**config.mk**
```make
export PLATFORM = sky130hd
export DESIGN_NAME = cpu_axi_bridge
export DESIGN_NICKNAME = d
export VERILOG_FILES = /design/src/rtl/mycpu_axi_pkg.sv /design/src/rtl/cpu_axi_wr_chan.sv /design/src/rtl/cpu_axi_bridge.sv
export SDC_FILE = /design/constraint.sdc
export NUM_CORES = 1
export LEC_CHECK = 0
export ABC_CLOCK_PERIOD_IN_PS = 1960
export CORE_AREA = 5 5 294 296
export CTS_BUF_LIST = sky130_fd_sc_hd__clkbuf_8
export CTS_CLUSTER_DIAMETER = 120
export DETAILED_ROUTE_END_ITERATION = 12
export DIE_AREA = 0 0 299 301
export PLACE_DENSITY_LB_ADDON = 0.2
export SETUP_SLACK_MARGIN = 0.02
export SYNTH_ARGS = -nofsm -noshare
export SYNTH_HDL_FRONTEND = slang
export SYNTH_SLANG_ARGS = --single-unit
```
**constraint.sdc**
```tcl
create_clock -name clk -period 1.96 [get_ports clk]
set_clock_uncertainty 0.2 [all_clocks]
set_input_delay 0.392 -clock clk [delete_from_list [all_inputs] [get_ports clk]]
set_output_delay 0.392 -clock clk [all_outputs]
set_load 0.02 [all_outputs]
```
**src/rtl/mycpu_axi_pkg.sv**
```systemverilog
// mycpu_axi_pkg: AXI4 constants and FSM state encodings shared by the CPU AXI bridge.
package mycpu_axi_pkg;
  localparam logic [1:0] BURST_INCR = 2'b01;
  localparam logic [2:0] SIZE_8B    = 3'b011;
  localparam logic [1:0] RESP_OKAY  = 2'b00;
  localparam int         ID_INST    = 0;
  localparam int         ID_DATA    = 1;
  localparam logic [2:0] PROT_INST  = 3'b100;
  localparam logic [2:0] PROT_DATA  = 3'b000;
  typedef enum logic [1:0] {R_IDLE, R_AR, R_WAIT} rd_state_e;
  typedef enum logic [1:0] {W_IDLE, W_AW_W, W_B} wr_state_e;
endpackage

```
**src/rtl/cpu_axi_wr_chan.sv**
```systemverilog
// cpu_axi_wr_chan: AW/W/B sequencing for one single-beat write, AW and W accepted independently.
module cpu_axi_wr_chan
  import mycpu_axi_pkg::*;
(
  input  logic clk,
  input  logic rst_n,
  input  logic start,
  input  logic aw_ready,
  input  logic w_ready,
  input  logic b_valid,
  output logic aw_valid,
  output logic w_valid,
  output logic b_ready,
  output logic idle,
  output logic done
);
  wr_state_e state_q, state_d;
  logic aw_done_q, aw_done_d, w_done_q, w_done_d, aw_ok, w_ok;
  always_ff @(posedge clk or negedge rst_n) begin
    if (!rst_n) begin
      state_q   <= W_IDLE;
      aw_done_q <= 1'b0;
      w_done_q  <= 1'b0;
    end else begin
      state_q   <= state_d;
      aw_done_q <= aw_done_d;
      w_done_q  <= w_done_d;
    end
  end
  // Flags only matter while waiting in W_AW_W; they clear once both sides are in.
  always_comb begin
    aw_ok     = aw_done_q | (aw_valid & aw_ready);
    w_ok      = w_done_q | (w_valid & w_ready);
    state_d   = state_q;
    aw_done_d = 1'b0;
    w_done_d  = 1'b0;
    case (state_q)
      W_IDLE: state_d = start ? W_AW_W : W_IDLE;
      W_AW_W: begin
        state_d   = (aw_ok & w_ok) ? W_B : W_AW_W;
        aw_done_d = aw_ok & ~w_ok;
        w_done_d  = w_ok & ~aw_ok;
      end
      W_B:     state_d = b_valid ? W_IDLE : W_B;
      default: state_d = W_IDLE;
    endcase
  end
  always_comb begin
    aw_valid = (state_q == W_AW_W) & ~aw_done_q;
    w_valid  = (state_q == W_AW_W) & ~w_done_q;
    b_ready  = state_q == W_B;
    idle     = state_q == W_IDLE;
    done     = b_ready & b_valid;
  end
endmodule

```
**src/rtl/cpu_axi_bridge.sv**
```systemverilog
// cpu_axi_bridge: inst/data sram ports to one single-beat AXI4 master, data first, never overlapped.
// Define CPU_AXI_BUS_ERR_EN to record non-OKAY responses in sticky bus_err/bus_err_addr.
module cpu_axi_bridge
  import mycpu_axi_pkg::*;
#(
  parameter int AXI_DATA_WIDTH = 64,
  parameter int AXI_ADDR_WIDTH = 32,
  parameter int AXI_ID_WIDTH   = 4,
  parameter int AXI_USER_WIDTH = 1
) (
  input  logic                        clk,
  input  logic                        rst_n,
  input  logic                        inst_sram_en,
  input  logic [7:0]                  inst_sram_we,
  input  logic [63:0]                 inst_sram_addr,
  input  logic [63:0]                 inst_sram_wdata,
  output logic [63:0]                 inst_sram_rdata,
  input  logic                        data_sram_en,
  input  logic [7:0]                  data_sram_we,
  input  logic [63:0]                 data_sram_addr,
  input  logic [63:0]                 data_sram_wdata,
  output logic [63:0]                 data_sram_rdata,
  output logic                        stallreq_axi,
  output logic [AXI_ID_WIDTH-1:0]     core_axi_aw_id,
  output logic [AXI_ADDR_WIDTH-1:0]   core_axi_aw_addr,
  output logic [7:0]                  core_axi_aw_len,
  output logic [2:0]                  core_axi_aw_size,
  output logic [1:0]                  core_axi_aw_burst,
  output logic                        core_axi_aw_lock,
  output logic [3:0]                  core_axi_aw_cache,
  output logic [2:0]                  core_axi_aw_prot,
  output logic [3:0]                  core_axi_aw_qos,
  output logic [3:0]                  core_axi_aw_region,
  output logic [AXI_USER_WIDTH-1:0]   core_axi_aw_user,
  output logic                        core_axi_aw_valid,
  input  logic                        core_axi_aw_ready,
  output logic [AXI_DATA_WIDTH-1:0]   core_axi_w_data,
  output logic [AXI_DATA_WIDTH/8-1:0] core_axi_w_strb,
  output logic                        core_axi_w_last,
  output logic [AXI_USER_WIDTH-1:0]   core_axi_w_user,
  output logic                        core_axi_w_valid,
  input  logic                        core_axi_w_ready,
  input  logic [AXI_ID_WIDTH-1:0]     core_axi_b_id,
  input  logic [1:0]                  core_axi_b_resp,
  input  logic [AXI_USER_WIDTH-1:0]   core_axi_b_user,
  input  logic                        core_axi_b_valid,
  output logic                        core_axi_b_ready,
  output logic [AXI_ID_WIDTH-1:0]     core_axi_ar_id,
  output logic [AXI_ADDR_WIDTH-1:0]   core_axi_ar_addr,
  output logic [7:0]                  core_axi_ar_len,
  output logic [2:0]                  core_axi_ar_size,
  output logic [1:0]                  core_axi_ar_burst,
  output logic                        core_axi_ar_lock,
  output logic [3:0]                  core_axi_ar_cache,
  output logic [2:0]                  core_axi_ar_prot,
  output logic [3:0]                  core_axi_ar_qos,
  output logic [3:0]                  core_axi_ar_region,
  output logic [AXI_USER_WIDTH-1:0]   core_axi_ar_user,
  output logic                        core_axi_ar_valid,
  input  logic                        core_axi_ar_ready,
  input  logic [AXI_ID_WIDTH-1:0]     core_axi_r_id,
  input  logic [AXI_DATA_WIDTH-1:0]   core_axi_r_data,
  input  logic [1:0]                  core_axi_r_resp,
  input  logic                        core_axi_r_last,
  input  logic [AXI_USER_WIDTH-1:0]   core_axi_r_user,
  input  logic                        core_axi_r_valid,
  output logic                        core_axi_r_ready,
  output logic                        bus_err,
  output logic [63:0]                 bus_err_addr
);
  rd_state_e r_state_q, r_state_d;
  logic rd_inst_q, rd_inst_d, inst_done_q, inst_done_d, data_done_q, data_done_d;
  logic [63:0] inst_rdata_q, inst_rdata_d, data_rdata_q, data_rdata_d, sel_addr;
  logic idle, wr_idle, wr_done, sel_data, sel_inst, start_rd, start_wr, r_hs, unused_sig;
  assign stallreq_axi = (inst_sram_en & ~inst_done_q) | (data_sram_en & ~data_done_q);
  // A new transaction is only picked when both channels are quiet, data before fetch.
  always_comb begin
    idle     = (r_state_q == R_IDLE) & wr_idle;
    sel_data = idle & data_sram_en & ~data_done_q;
    sel_inst = idle & ~sel_data & inst_sram_en & ~inst_done_q;
    start_wr = sel_data & (|data_sram_we);
    start_rd = sel_inst | (sel_data & ~(|data_sram_we));
    r_hs     = core_axi_r_valid & core_axi_r_ready;
    sel_addr = rd_inst_q ? inst_sram_addr : data_sram_addr;
  end
  always_ff @(posedge clk or negedge rst_n) begin
    if (!rst_n) begin
      r_state_q    <= R_IDLE;
      rd_inst_q    <= 1'b0;
      inst_done_q  <= 1'b0;
      data_done_q  <= 1'b0;
      inst_rdata_q <= '0;
      data_rdata_q <= '0;
    end else begin
      r_state_q    <= r_state_d;
      rd_inst_q    <= rd_inst_d;
      inst_done_q  <= inst_done_d;
      data_done_q  <= data_done_d;
      inst_rdata_q <= inst_rdata_d;
      data_rdata_q <= data_rdata_d;
    end
  end
  always_comb begin
    r_state_d = r_state_q;
    rd_inst_d = rd_inst_q;
    case (r_state_q)
      R_IDLE: if (start_rd) begin
        r_state_d = R_AR;
        rd_inst_d = sel_inst;
      end
      R_AR:    r_state_d = core_axi_ar_ready ? R_WAIT : R_AR;
      R_WAIT:  r_state_d = core_axi_r_valid ? R_IDLE : R_WAIT;
      default: r_state_d = R_IDLE;
    endcase
  end
  always_comb begin
    core_axi_ar_valid = r_state_q == R_AR;
    core_axi_r_ready  = r_state_q == R_WAIT;
  end
  // Done flags survive until the pipeline advances (the one cycle stall is low).
  always_comb begin
    inst_rdata_d = (r_hs & rd_inst_q) ? core_axi_r_data : inst_rdata_q;
    data_rdata_d = (r_hs & ~rd_inst_q) ? core_axi_r_data : data_rdata_q;
    inst_done_d  = stallreq_axi & (inst_done_q | (r_hs & rd_inst_q));
    data_done_d  = stallreq_axi & (data_done_q | (r_hs & ~rd_inst_q) | wr_done);
  end
  assign inst_sram_rdata = inst_rdata_q;
  assign data_sram_rdata = data_rdata_q;
  cpu_axi_wr_chan u_wr (
    .clk      (clk),
    .rst_n    (rst_n),
    .start    (start_wr),
    .aw_ready (core_axi_aw_ready),
    .w_ready  (core_axi_w_ready),
    .b_valid  (core_axi_b_valid),
    .aw_valid (core_axi_aw_valid),
    .w_valid  (core_axi_w_valid),
    .b_ready  (core_axi_b_ready),
    .idle     (wr_idle),
    .done     (wr_done)
  );
  assign core_axi_aw_id     = AXI_ID_WIDTH'(ID_DATA);
  assign core_axi_aw_addr   = {data_sram_addr[AXI_ADDR_WIDTH-1:3], 3'b000};
  assign core_axi_aw_len    = 8'd0;
  assign core_axi_aw_size   = SIZE_8B;
  assign core_axi_aw_burst  = BURST_INCR;
  assign core_axi_aw_lock   = 1'b0;
  assign core_axi_aw_cache  = 4'd0;
  assign core_axi_aw_prot   = PROT_DATA;
  assign core_axi_aw_qos    = 4'd0;
  assign core_axi_aw_region = 4'd0;
  assign core_axi_aw_user   = '0;
  assign core_axi_w_data    = data_sram_wdata;
  assign core_axi_w_strb    = data_sram_we;
  assign core_axi_w_last    = 1'b1;
  assign core_axi_w_user    = '0;
  assign core_axi_ar_id     = rd_inst_q ? AXI_ID_WIDTH'(ID_INST) : AXI_ID_WIDTH'(ID_DATA);
  assign core_axi_ar_addr   = {sel_addr[AXI_ADDR_WIDTH-1:3], 3'b000};
  assign core_axi_ar_len    = 8'd0;
  assign core_axi_ar_size   = SIZE_8B;
  assign core_axi_ar_burst  = BURST_INCR;
  assign core_axi_ar_lock   = 1'b0;
  assign core_axi_ar_cache  = 4'd0;
  assign core_axi_ar_prot   = rd_inst_q ? PROT_INST : PROT_DATA;
  assign core_axi_ar_qos    = 4'd0;
  assign core_axi_ar_region = 4'd0;
  assign core_axi_ar_user   = '0;
`ifdef CPU_AXI_BUS_ERR_EN
  logic bus_err_q, bus_err_d, rd_err, wr_err;
  logic [63:0] bus_err_addr_q, bus_err_addr_d;
  always_comb begin
    rd_err         = r_hs & (core_axi_r_resp != RESP_OKAY);
    wr_err         = wr_done & (core_axi_b_resp != RESP_OKAY);
    bus_err_d      = bus_err_q | rd_err | wr_err;
    bus_err_addr_d = rd_err ? sel_addr : wr_err ? data_sram_addr : bus_err_addr_q;
  end
  always_ff @(posedge clk or negedge rst_n) begin
    if (!rst_n) begin
      bus_err_q      <= 1'b0;
      bus_err_addr_q <= '0;
    end else begin
      bus_err_q      <= bus_err_d;
      bus_err_addr_q <= bus_err_addr_d;
    end
  end
  assign bus_err      = bus_err_q;
  assign bus_err_addr = bus_err_addr_q;
`else
  assign bus_err      = 1'b0;
  assign bus_err_addr = '0;
`endif
  assign unused_sig = ^{inst_sram_we, inst_sram_wdata, inst_sram_addr, data_sram_addr, core_axi_r_id,
                        core_axi_r_last, core_axi_r_user, core_axi_b_id, core_axi_b_user,
                        core_axi_r_resp, core_axi_b_resp};
endmodule
```
### Word level (Yosys, flattened, before mapping)

Cells that the tools add are included.
W data, S select, Z words.

| operators by class | value |
|---|---|
| equality and inequality tests | 5 |
| reduce and logical (&&, ||, !) cells | 4 |
| muxes and demuxes | 13 |
| bitwise gates (word level) | 39 |

Operators with widths:

| operator | number |
|---|---|
| $mux W32 | 1 |
| $and A1 B1 Y1 | 23 |
| $pmux W2 S3 | 2 |
| $mux W2 | 5 |
| $not A1 Y1 | 9 |
| $reduce_or A8 Y1 | 1 |
| $or A1 B1 Y1 | 7 |
| $eq A2 B1 Y1 const B | 2 |
| $eq A2 B2 Y1 const B | 2 |
| $logic_not A2 Y1 | 2 |
| $mux W1 | 4 |
| $mux W3 | 1 |
| $ne A2 B2 Y1 const B | 1 |
| $reduce_and A2 Y1 | 1 |

| storage, ports and cells | value |
|---|---|
| input bits | 360 |
| output and inout port bits | 405 |
| register bits | 137 |

### Logic depth before layout (Yosys ltp)

| logic depth | value |
|---|---|
| depth after elaboration | 11 |
| depth in mapped cells | 6 |
| depth with buffers taken out | 4 |

### By module

A second synthesis with hierarchy kept.

| unflattened totals | value |
|---|---|
| cells, all modules | 595 |
| area total of the unflattened synthesis | 7,855.0 µm² |

By module, submodules not included:

| module | instances | seq. area each (µm²) | cells each | area an instance (µm²) |
|---|---|---|---|---|
| cpu_axi_bridge | 1 | 3,328.2 | 576 | 7,659.8 |
| cpu_axi_wr_chan | 1 | 100.1 | 19 | 195.2 |

### Worst setup path before layout

OpenSTA, ideal clock, no wires.

| path | value |
|---|---|
| path kind | register to register |
| start point | register rd_inst_q |
| end point | register data_rdata_q[14], in the netlist data_sram_rdata[14] |
| data arrival time | 1,431 ps |
| required time | 1,633 ps |
| stages on the path, launching flop included | 6 |
| clock period less this slack | 1,759 ps |
| path slack | 201 ps |
| cells stage by stage | dfrtp_1 > buf_2 > nor4bb_4 > buf_4 > buf_6 > mux2_1 |

| between the ends | value |
|---|---|
| word-level cells in the longest chain between the ends | 2 |

Ends and longest elaborated chain:

| what | line | text |
|---|---|---|
| start, declared | cpu_axi_bridge.sv:72 | `logic rd_inst_q, rd_inst_d, inst_done_q, inst_done_d, data_done_q, data_done_d;` |
| start signal, assigned | cpu_axi_bridge.sv:96 | `rd_inst_q <= rd_inst_d;` |
| $not A1 Y1 | cpu_axi_bridge.sv:123 | `data_rdata_d = (r_hs & ~rd_inst_q) ? core_axi_r_data : data_rdata_q;` |
| $and A1 B1 Y1 | cpu_axi_bridge.sv:123 |  |
| end signal, assigned | cpu_axi_bridge.sv:100 | `data_rdata_q <= data_rdata_d;` |
| end, declared | cpu_axi_bridge.sv:73 | `logic [63:0] inst_rdata_q, inst_rdata_d, data_rdata_q, data_rdata_d, sel_addr;` |

Every way passes these cells.
A chain may end at the register's enable or synchronous reset.

### Worst setup path in the final report

| path | value |
|---|---|
| start point | register rd_inst_q |
| end point | output port core_axi_ar_addr[6] |

| between the ends | value |
|---|---|
| word-level cells in the longest chain between the ends | 1 |

Ends and longest elaborated chain:

| what | line | text |
|---|---|---|
| $mux W32 | cpu_axi_bridge.sv:84 | `sel_addr = rd_inst_q ? inst_sram_addr : data_sram_addr;` |
| end, declared | cpu_axi_bridge.sv:49 | `output logic [AXI_ADDR_WIDTH-1:0] core_axi_ar_addr,` |

Every way passes these cells.

==> flow_results.org <==
** STA
- Setup Total Neg Slack :: -21.88 ns
- At the pin with the least slew margin, the transition time is 0.534 ns.
- Setup repair after global routing could not meet its margin everywhere.
- Final Max Slew Viols :: 0
- F_max :: 0.424 GHz
- Final hold vios :: 0
- Once routing completed, OpenROAD measured the worst setup slack at -0.399 ns.
- Setup violations remaining at the end of the flow were counted as 123.
- Slew HR :: 64.4%
- After layout, the worst path uses 120% of the clock period.
- Final Critical Period :: 2.36 ns

** Setup path
- Crit path from :: rd_inst_q
- Signal arrival time at the worst endpoint :: 1.77 ns
- For this design, the slowest cell found on the critical path is sky130_fd_sc_hd__dfrtp_2.
- Critical Path End Type :: primary output
- STA classifies the critical path startpoint as a flip-flop.
- Walking the worst path, the cells encountered are buf_12 -> buf_4 -> mux2_2 -> buf_6.
- The endpoint identified for the worst register-to-register timing path is data_sram_rdata[46].
- On the critical path the largest part of the delay comes from flip-flops.
- Worst Setup Path Type :: flip-flop to primary output
- The largest single stage delay on the critical path is 0.45 ns.
- Critical path required time :: 1.37 ns
- Setup slack on the worst flop-to-flop path :: -0.24 ns
- R2R cell count :: 8
- In this run the critical register-to-register path is launched from rd_inst_q.
- Maximum fanout along the worst path :: 11
- Count of buffer and inverter cells on the critical path :: 3

** Placed design
- Routability-driven placement finished with a final weighted congestion of 0.765.
- In this run the cell area measured after placement is 11500 sq um.
- After detailed placement, the design holds a cell count of 1947.
- Input and output buffers added on the ports amount to 340.
- After legalization and detailed placement, the total HPWL measured 22400 um.
- Place WS :: -0.463 ns

** Synthesis
- Mapped Cells :: 594
- The cell area that synthesis handed to floorplanning was 7600 sq um.
- Number of distinct library cells after synthesis :: 26
- Number of enable flip-flop cells after synthesis :: 0
- Warnings from Yosys :: 0
- Summing the sequential cell areas from Yosys gives 45.1% of the chip area.
- Number of storage elements in the synthesis netlist :: 137
- In the synthesized netlist the dominant register cell turns out to be sky130_fd_sc_hd__dfrtp_1.
- In this run the mean area of a mapped cell was 12.8 sq um.
- Post-synth ARST share :: 100%

** Floorplanning
- Chip Height :: 301 um
- Die area :: 90000 sq um
- Top-level I/O count :: 765
- Row generation in the floorplan step produced 106 rows.
- In this run the standard cell core region covers 83300 sq um.
- Effective utilization at floorplan :: 9.12%
- Overall die width :: 299 um

** Clock tree
- Clock root buffer :: sky130_fd_sc_hd__clkbuf_8
- Clock-pin slew was measured on the worst setup and hold paths at 0.10 ns.
- No sink is reached through more buffers than the 2 on the longest clock path.
- Number of buffers added by the clock tree synthesis step :: 17
- The clock net in this run drives a total of 137 sinks.
- CTS tree :: built
- Clock insertion delay at the later pin of the skew report :: 0.53 ns
- H-tree depth :: 4

** Global routing
- Global route total overflow :: 0
- Initial antenna violation count :: 1
- The layer flagged by global routing as most heavily used is met2.
- Global routing consumed, on the met1 layer, 6.01% of the routing resources.
- Vias in the first global route :: 5648
- The first global-routing pass estimated 40700 um of wire.
- Entering global routing, the biggest net connects 39 pins.
- Global-route track usage on met2 :: 10.3%
- Met3 GRT Util :: 4.60%
- Overall global routing resource usage :: 6.26%

** Detailed routing
- In the routed design, unresolved DRC markers number 0.
- In the routed layout, each cell is associated on average with a via count of 2.56.
- Detailed Route Iter0 Violations :: 149
- Routed WL per cell :: 15.2 um
- After detailed routing, the total wire length is 30900 um.
- Number of detailed-routing iterations run before antenna repair :: 4
- Residual antenna-violating net count after detailed routing :: 0
- For this block, the via count after detailed routing is 5190.

** Run status
- The run finished, with violations left.
- Violations in the final reports :: negative setup slack

** Finish
- Excluding fillers, the count of instances in the completed layout stands at 2030.
- Commonest non-fill, non-tap cell in the layout :: sky130_fd_sc_hd__conb_1
- Commonest cells after routing, fill and taps aside :: sky130_fd_sc_hd__conb_1 (139), sky130_fd_sc_hd__mux2_4 (136), sky130_fd_sc_hd__dfrtp_1 (136), sky130_fd_sc_hd__clkdlybuf4s50_1 (136), sky130_fd_sc_hd__clkdlybuf4s15_2 (61)
- Utilization of the core after routing :: 15.9%
- The net count of the finished layout is 1296.
- Fraction of final layout cells with drive strength greater than 1 :: 43.5%
- After filler insertion, the fill cell instance count of the layout stands at 9274.
- Growth of design area from synthesis to finish :: 74.2%
- Final std cell area, no fill :: 13200 sq um

** Job
- Across the run, the number of max-cap violations was 0.

** Power and ir drop
- Dividing total power by cell area gives a power density of 1260 nW/um^2.
- Peak supply drop :: 0.600 mV
- Summed over all cells, the static leakage comes to 6.01 nW.

** Min path
- The min-delay analysis places its worst path in the category input pin to async pin.
[logic make-up (layout without fill, tap and decap cells)]
| kind of cell | after synthesis | count (layout) | synth area share, % |
|---|---|---|---|
| AND/OR/NAND/NOR | 26 | 26 | 2.16 |
| multiplexers | 157 | 157 | 25.7 |
| buffers and inverters | 265 | 483 | 26.2 |
| other | 2 | 140 | 0.0989 |
| flip-flops | 137 | 137 | 45.1 |
| AO/OA/AOI/OAI | 7 | 7 | 0.675 |
[where the power goes]
| group | leakage (nW) | switching, W | internal, W |
|---|---|---|---|
| logic | 4.08 | 0.00425 | 0.00478 |
| registers | 1.72 | 0.000802 | 0.00420 |
| clock network | 0.211 | 0.00150 | 0.00108 |
[stage by stage]
step	power [W]	hold WS [ns]
after floorplan	0.00943	-0.104
after global placement	0.0135	0.207
after detailed placement	0.0135	0.207
after CTS	0.0165	0.0989
after global routing	0.0176	0.194
final	0.0166	0.191
[state kept, by name, indices dropped and copies added, names as in the netlist]
name             flops
data_done_q          1
inst_done_q          1
u_wr.w_done_q        1
r_state_q            2
u_wr.aw_done_q       1
inst_sram_rdata     64
rd_inst_q            1
data_sram_rdata     64
u_wr.state_q         2
[cell type report]
cell class / instances / area [sq um] / share of cell area [%]
multi-input cells: 329 / 3070 / 23.2
clock buffers: 17 / 234 / 1.77
repair buffers: 445 / 4940 / 37.4
diodes: 1 / 2.50 / 0.0189
inverters: 6 / 27.5 / 0.208
well taps: 1080 / 1350 / 10.2
clock inverters: 15 / 171 / 1.30
flip-flops and latches: 137 / 3430 / 25.9
[per-layer routing]
layer	part of all wire, %	wire length [um]	vias up
met3	15	4540	51
met5	0	0	-
li1	-	-	2285
met1	36	11000	2504
met4	2.4	736	0
met2	47	14600	350
[how the worst max path moves through the flow]
stage / to / cells after the start
after floorplan: data_sram_rdata[14] / 5
after global placement: core_axi_ar_addr[25] / 3
after detailed placement: core_axi_ar_addr[25] / 3
after CTS: core_axi_ar_addr[25] / 3
after global routing: core_axi_ar_addr[28] / 4
final: core_axi_ar_addr[6] / 4
[synthesized netlist by cell type, types with 2 or more instances]
cell type,instances,area share (%)
sky130_fd_sc_hd__buf_4,242,24
sky130_fd_sc_hd__mux2_2,59,8.7
sky130_fd_sc_hd__nand3_1,2,0.13
sky130_fd_sc_hd__dfrtp_1,137,45
sky130_fd_sc_hd__buf_2,6,0.40
sky130_fd_sc_hd__nor2b_1,3,0.25
sky130_fd_sc_hd__nor4_1,5,0.41
sky130_fd_sc_hd__mux2_1,49,7.3
sky130_fd_sc_hd__buf_6,11,1.6
sky130_fd_sc_hd__mux2_4,49,9.7
sky130_fd_sc_hd__inv_1,6,0.30
sky130_fd_sc_hd__conb_1,2,0.099
sky130_fd_sc_hd__nand2b_1,3,0.25
sky130_fd_sc_hd__nor2_1,8,0.40
[timing repair]
action	in CTS	in global routing
hold buffers	1	0
endpoints found under the hold margin	137	0
pin swaps	3	3
setup endpoints to repair	270	166
resized for setup	607	103
gates cloned	5	10
buffers inserted	28	12
No activity file was read; power rests on OpenSTA's default activity.
